## src/rtl/lsu_pkg.sv

```systemverilog
// Shared types and constants for the load/store unit: FSM state encoding,
// RISC-V load/store funct3 codes, default data-memory address width, and
// small request-decode helpers used by the top-level FSM.
package lsu_pkg;

    localparam int MEM_ADDR_W_DEFAULT = 5;

    localparam logic [2:0] F3_B  = 3'b000;
    localparam logic [2:0] F3_H  = 3'b001;
    localparam logic [2:0] F3_W  = 3'b010;
    localparam logic [2:0] F3_BU = 3'b100;
    localparam logic [2:0] F3_HU = 3'b101;

    typedef enum logic [2:0] {
        S_IDLE,
        S_READ,
        S_CAPT,
        S_MERGE,
        S_WRITE,
        S_RESP
    } state_t;

    // Loads accept B/H/W/BU/HU; stores accept only B/H/W.
    function automatic logic f3_legal(input logic is_store, input logic [2:0] f3);
        case (f3)
            F3_B, F3_H, F3_W: return 1'b1;
            F3_BU, F3_HU:     return !is_store;
            default:          return 1'b0;
        endcase
    endfunction

    // Halfword needs addr[0]=0, word needs addr[1:0]=0.
    function automatic logic f3_misaligned(input logic [2:0] f3, input logic [1:0] offset);
        case (f3)
            F3_H, F3_HU: return offset[0];
            F3_W:        return offset != 2'b00;
            default:     return 1'b0;
        endcase
    endfunction

endpackage

```

## src/rtl/load_store_unit_align.sv

```systemverilog
// Purely combinational lane logic for the load/store unit:
//   - load extract: pick byte/halfword/word from a memory word, sign- or
//     zero-extend according to funct3 (little-endian lanes).
//   - store merge: overlay the right-aligned store data onto the old word at
//     the addressed byte/halfword lane.
// Low address bits that are irrelevant for the access size are ignored, so a
// misaligned access is implicitly aligned down.
module lsu_align
    import lsu_pkg::*;
(
    input  logic [2:0]  funct3,
    input  logic [1:0]  offset,
    input  logic [31:0] old_word,
    input  logic [31:0] wdata,
    output logic [31:0] load_data,
    output logic [31:0] merge_data
);

    logic [7:0]  byte_sel;
    logic [15:0] half_sel;

    // Select the addressed lanes and build both the load result and the merged store word.
    always_comb begin
        // NOTE: every output gets a default first so no path leaves it unassigned (no latch).
        load_data  = old_word;
        merge_data = old_word;
        byte_sel   = old_word[{offset, 3'b000} +: 8];
        half_sel   = old_word[{offset[1], 4'b0000} +: 16];

        case (funct3)
            F3_B:    load_data = {{24{byte_sel[7]}}, byte_sel};
            F3_BU:   load_data = {24'h000000, byte_sel};
            F3_H:    load_data = {{16{half_sel[15]}}, half_sel};
            F3_HU:   load_data = {16'h0000, half_sel};
            default: load_data = old_word;
        endcase

        case (funct3[1:0])
            2'b00:   merge_data[{offset, 3'b000} +: 8]     = wdata[7:0];
            2'b01:   merge_data[{offset[1], 4'b0000} +: 16] = wdata[15:0];
            default: merge_data = wdata;
        endcase
    end

endmodule

```

## src/rtl/load_store_unit.sv

```systemverilog
// Load/store unit: initiator side of the data-memory port. Accepts one
// request at a time, performs B/H/W loads with extension and sub-word stores
// as read-modify-write against a 1-cycle registered-read block RAM, and
// returns a single-cycle response pulse.
// Optional feature macro: LSU_MISALIGN_TRAP_EN -- when defined, misaligned
// H/HU/W accesses respond with an error and never touch memory; otherwise
// the address is aligned down silently.
module load_store_unit
    import lsu_pkg::*;
#(
    parameter int MEM_ADDR_W = MEM_ADDR_W_DEFAULT
) (
    input  logic                  clk,
    input  logic                  rst_n,
    input  logic                  req_valid,
    output logic                  req_ready,
    input  logic                  req_is_store,
    input  logic [2:0]            req_funct3,
    input  logic [31:0]           req_addr,
    input  logic [31:0]           req_wdata,
    output logic                  resp_valid,
    output logic [31:0]           resp_rdata,
    output logic                  resp_error,
    output logic                  mem_en,
    output logic                  mem_read_en,
    output logic                  mem_write_en,
    output logic [MEM_ADDR_W-1:0] mem_addr,
    output logic [31:0]           mem_write_data,
    input  logic [31:0]           mem_read_data
);

    state_t                state;
    logic [MEM_ADDR_W+1:0] addr_q;
    logic [2:0]            funct3_q;
    logic                  is_store_q;
    logic                  error_q;
    // Holds store data on accept, then the extracted load or merged store word.
    logic [31:0]           data_q;

    logic [31:0]           load_data;
    logic [31:0]           merge_data;
    logic                  req_misaligned;

    // Byte address bits above the memory window wrap away.
    logic                  unused_addr_bits;
    assign unused_addr_bits = ^req_addr[31:MEM_ADDR_W+2];

`ifdef LSU_MISALIGN_TRAP_EN
    assign req_misaligned = f3_misaligned(req_funct3, req_addr[1:0]);
`else
    assign req_misaligned = 1'b0;
`endif

    lsu_align u_align (
        .funct3     (funct3_q),
        .offset     (addr_q[1:0]),
        .old_word   (mem_read_data),
        .wdata      (data_q),
        .load_data  (load_data),
        .merge_data (merge_data)
    );

    // Request FSM: capture on accept, sequence memory access, pulse response.
    always_ff @(posedge clk or negedge rst_n) begin
        // NOTE: sequential state uses non-blocking assignments so every register samples pre-edge values.
        if (!rst_n) begin
            state      <= S_IDLE;
            addr_q     <= '0;
            funct3_q   <= '0;
            is_store_q <= 1'b0;
            error_q    <= 1'b0;
            data_q     <= '0;
        end else begin
            case (state)
                S_IDLE: begin
                    if (req_valid) begin
                        addr_q     <= req_addr[MEM_ADDR_W+1:0];
                        funct3_q   <= req_funct3;
                        is_store_q <= req_is_store;
                        data_q     <= req_wdata;
                        if (!f3_legal(req_is_store, req_funct3) || req_misaligned) begin
                            error_q <= 1'b1;
                            state   <= S_RESP;
                        end else begin
                            error_q <= 1'b0;
                            state   <= (req_is_store && req_funct3 == F3_W) ? S_WRITE : S_READ;
                        end
                    end
                end
                S_READ:  state <= is_store_q ? S_MERGE : S_CAPT;
                S_CAPT: begin
                    data_q <= load_data;
                    state  <= S_RESP;
                end
                S_MERGE: begin
                    data_q <= merge_data;
                    state  <= S_WRITE;
                end
                S_WRITE: state <= S_RESP;
                S_RESP:  state <= S_IDLE;
                default: state <= S_IDLE;
            endcase
        end
    end

    // Outputs decode from the state register and captured registers only.
    assign req_ready      = (state == S_IDLE);
    assign resp_valid     = (state == S_RESP);
    assign resp_error     = resp_valid & error_q;
    assign resp_rdata     = (resp_valid && !is_store_q && !error_q) ? data_q : 32'h0;
    assign mem_read_en    = (state == S_READ);
    assign mem_write_en   = (state == S_WRITE);
    assign mem_en         = mem_read_en | mem_write_en;
    assign mem_addr       = addr_q[MEM_ADDR_W+1:2];
    assign mem_write_data = data_q;

endmodule

```

## config.mk

```make
export PLATFORM = sky130hd
export DESIGN_NAME = load_store_unit
export DESIGN_NICKNAME = d
export VERILOG_FILES = /design/src/rtl/lsu_pkg.sv /design/src/rtl/load_store_unit_align.sv /design/src/rtl/load_store_unit.sv
export SDC_FILE = /design/constraint.sdc
export NUM_CORES = 1
export LEC_CHECK = 0
export BUFFER_PORTS_ARGS = -buffer_cell sky130_fd_sc_hd__buf_2
export CAP_MARGIN = 20
export CORE_MARGIN = 1
export CORE_UTILIZATION = 46
export CTS_BUF_LIST = sky130_fd_sc_hd__clkbuf_4 sky130_fd_sc_hd__clkbuf_8 sky130_fd_sc_hd__clkbuf_16
export CTS_CLUSTER_SIZE = 30
export DETAILED_ROUTE_END_ITERATION = 8
export PLACE_DENSITY = 0.79
export SYNTH_ARGS = -nofsm -noshare
export SYNTH_HDL_FRONTEND = slang
export SYNTH_HIERARCHICAL = 1
export SYNTH_SLANG_ARGS = --single-unit
```

## constraint.sdc

```tcl
create_clock -name clk -period 2.3 [get_ports clk]
set_clock_uncertainty 0.15 [all_clocks]
set_input_delay 0.115 -clock clk [delete_from_list [all_inputs] [get_ports clk]]
set_output_delay 0.115 -clock clk [all_outputs]
set_load 0.02 [all_outputs]
```

==> flow_metrics.tcl <==
set metrics [dict create \
    pwr-share-comb_pct 74.5 \
    syn_nets 670 \
    slew_headroom_pct 59.71 \
    antennaDiodeCount 0 \
    path_class "register to register" \
    clock_power_share_pct 5.4 \
    slew_violations 0 \
    cap_violations 0 \
    synth_edf_count 0 \
    finalNonFillerCells 888 \
    period_share_pct 101.6 \
    cpMaxStageDelayCell "dfrtp_2" \
    r2r_setup_slack_ns -0.04 \
    top_layer_used "met5" \
    h-tree-depth 2 \
    reg2reg_depth 8 \
    status "finished, violations left" \
    power_density_nw_per_um2 1570 \
    synth.distinct_cells 53 \
    startpoint "addr_q[1]" \
    crit_arrival_ns 2.40 \
    max_stage_delay_ns 0.49 \
    grt-ovfl-total 0 \
    num_vias 5345 \
    fmax_mhz 427.9 \
    drc 0 \
    critPathMaxFanout 8 \
    drtIter0Drc 533 \
    routabilityCongestion 0.9723 \
    setup_slack_ns -0.03679 \
    cts.reportedPaths.clkPinSlew_ns 0.10 \
    cp-end-kind "register" \
    fin_tns_setup_ns -0.09512 \
    rows 36 \
    root_buffer "clkbuf_8" \
    routed_wl_um 18180 \
    first_pass_iters 5 \
    yosysSeqAreaShare_pct 25.09 \
    hold_viol 1 \
    ff_latch_area_um2 1181 \
    tightestPinTransition_ns 0.6043 \
    dpl_cell_area_um2 5766 \
    cts_tree "built" \
    nets 862 \
    ys_ff_latch 47 \
    vdd_ir_drop_max_mv 0.7432 \
    switchingPower_mw 5.179 \
    finalPower_mw 10.12 \
    netlist_instances 562 \
    area_delta_synth_final_pct 37.44 \
    layout-drive-gt1-share_pct 41.06 \
    grt_pass1_wl_um 27620 \
    synth_area_um2 4688 \
    leakagePower_nw 2.968 \
    wirelength_met1_um 7199 \
    seqPwrFrac_pct 20.1 \
    antenna_found_initial 1 \
    die_area_um2 10600 \
    swShare_pct 51.19 \
    cts_made_buffers 5 \
    min_delay_path_depth 4 \
    stdcell_area_um2 6444 \
    wl_met3_um 1629 \
    yosysWarnings 6 \
    via_per_inst 6.019 \
    dpl.hpwl_um 12610 \
    core_um2 9819 \
    cts_sinks 47 \
    rsz0062_at_grt "true" \
    die_x_um 103.0 \
    async_reset_ff_share_pct 100.0 \
    critPathLaunchType "register" \
    r2r_start "addr_q[1]" \
    grt_use_total_pct 34.68 \
    multi_input_area_um2 3351 \
    synth_top_cell_area_share_pct 25.09 \
    final_antenna_net_count 0 \
    worst_hold_startpoint "req_wdata[9]" \
    setup_viol 7 \
    crit_path_cell_trace "inv_8 -> ha_4 -> nor2_2 -> a311o_2 -> a22o_1 -> a21oi_2 -> o21ai_1 -> mux2_4" \
    ys_top_cells_by_area "dfrtp_1, mux2_2, nor2b_1, a21oi_1, mux2i_1" \
    fp.dieH_um 103.0 \
    synth_top_cell_by_area "dfrtp_1" \
    grt_pass1_vias 5111 \
    wl_met2_um 8822 \
    syn_area_per_cell_um2 8.342 \
    intPower_mw 4.938 \
    clock_latency_ns 0.32 \
    ys.flop_type "dfrtp_1" \
    fin_util_pct 65.62 \
    holdCritPathClass "input port to register" \
    fin_crit_ns 2.337 \
    wl_per_cell_um 20.48 \
    cp.required_ns 2.36 \
    placed_cells 842 \
    clockBufferDepth 2 \
    post-place-ws_ns -0.06821 \
    violations "hold timing, setup timing" \
    grt_max_degree 37 \
    holdWs_ns -0.001218 \
    ios 178 \
    fill_cells 867 \
    portBuffers 152 \
    start_util_pct 47.74 \
]
## power by group through the flow
stage	registers, mW	logic [mW]	clock network [mW]
2_1_floorplan	2.02	4.59	0
3_3_place_gp	1.95	6.69	0
3_5_place_dp	1.99	6.82	0
4_1_cts	1.97	7.00	0.564
5_1_grt	2.09	8.06	0.586
6_report	2.03	7.54	0.548
## critical path, delay by kind of cell, from the launching register on
family                     cells  cell delay, ns
muxes                          1            0.27
buffers and inverters          1            0.05
DFF                            1            0.49
adders and majority gates      1            0.28
and+or+nand+nor                1            0.03
AOI/OAI and AO/OA              4            0.95
## worst paths after layout
kind / to
min reg2reg: addr_q[2]
max in group asynchronous: state[0]
max reg2reg: mem_write_data[0]
min in group asynchronous: addr_q[3]
min: mem_write_data[9]
max: mem_write_data[0]
## cell usage in the layout, fill, tap and decap left out, drive strengths merged, types with 3 or more instances in the layout
cell,Yosys,routed
buf,41,208
nand2,58,58
nor2b,56,56
a21oi,55,55
dfrtp,47,47
mux2,45,45
o21ai,37,37
and2,33,33
dlygate4sd3,0,30
nor2,30,30
o221ai,24,24
mux2i,23,23
o22ai,18,18
a221o,12,12
inv,8,10
a21boi,9,9
a22oi,8,8
a22o,7,7
clkbuf,13,6
ha,5,5
nand2b,4,4
a211oi,3,3
## sequential cells by signal, indices dropped and copies added (netlist names)
signal,count
mem_write_data,32
addr_q,7
funct3_q,3
state,3
error_q,1
is_store_q,1
## layout make-up
class / count / share of cell area [%]
inverter: 8 / 0.5825
multi-input combinational: 453 / 52.00
clock buffer: 5 / 1.068
clock inverter: 3 / 0.3495
timing repair buffer: 239 / 25.09
sequential: 47 / 18.33
tap: 133 / 2.583
## cell usage after synthesis, types with 13 or more instances
| cell type | n |
|---|---|
| and2_1 | 33 |
| nand2_1 | 58 |
| o21ai_1 | 29 |
| clkbuf_1 | 13 |
| nor2b_1 | 54 |
| nor2_1 | 30 |
| a21oi_1 | 54 |
| buf_4 | 19 |
| mux2_2 | 33 |
| mux2i_1 | 23 |
| o22ai_1 | 18 |
| dfrtp_1 | 47 |
| buf_2 | 16 |
| o221ai_1 | 24 |
## layer usage
metal	vias up	global-route usage (%)
met5	-	0
met2	329	58.62
met1	2555	44.99
met3	37	4.746
li1	2422	-
met4	2	13.11
## timing repair
item | 4_1_cts | 5_1_grt
hold buffers | 30 | 0
setup buffers | 4 | 2
cloned | 0 | 2
gates resized for setup | 11 | 42
hold endpoints to repair | 52 | 0
pin swaps | 1 | 28
endpoints found under the setup margin | 52 | 58
## logic make-up (layout without fill, tap and decap cells)
| family | Yosys count | count (layout) | synth area share (%) |
|---|---|---|---|
| adder cells (fa/ha/maj) | 5 | 5 | 1.334 |
| AND/OR/NAND/NOR | 195 | 195 | 22.63 |
| buffers and inverters | 62 | 255 | 7.873 |
| flip-flops | 47 | 47 | 25.09 |
| multiplexers | 70 | 70 | 16.76 |
| AO/OA/AOI/OAI | 183 | 183 | 26.31 |
Note: power is estimated with default switching activity, not from simulation.
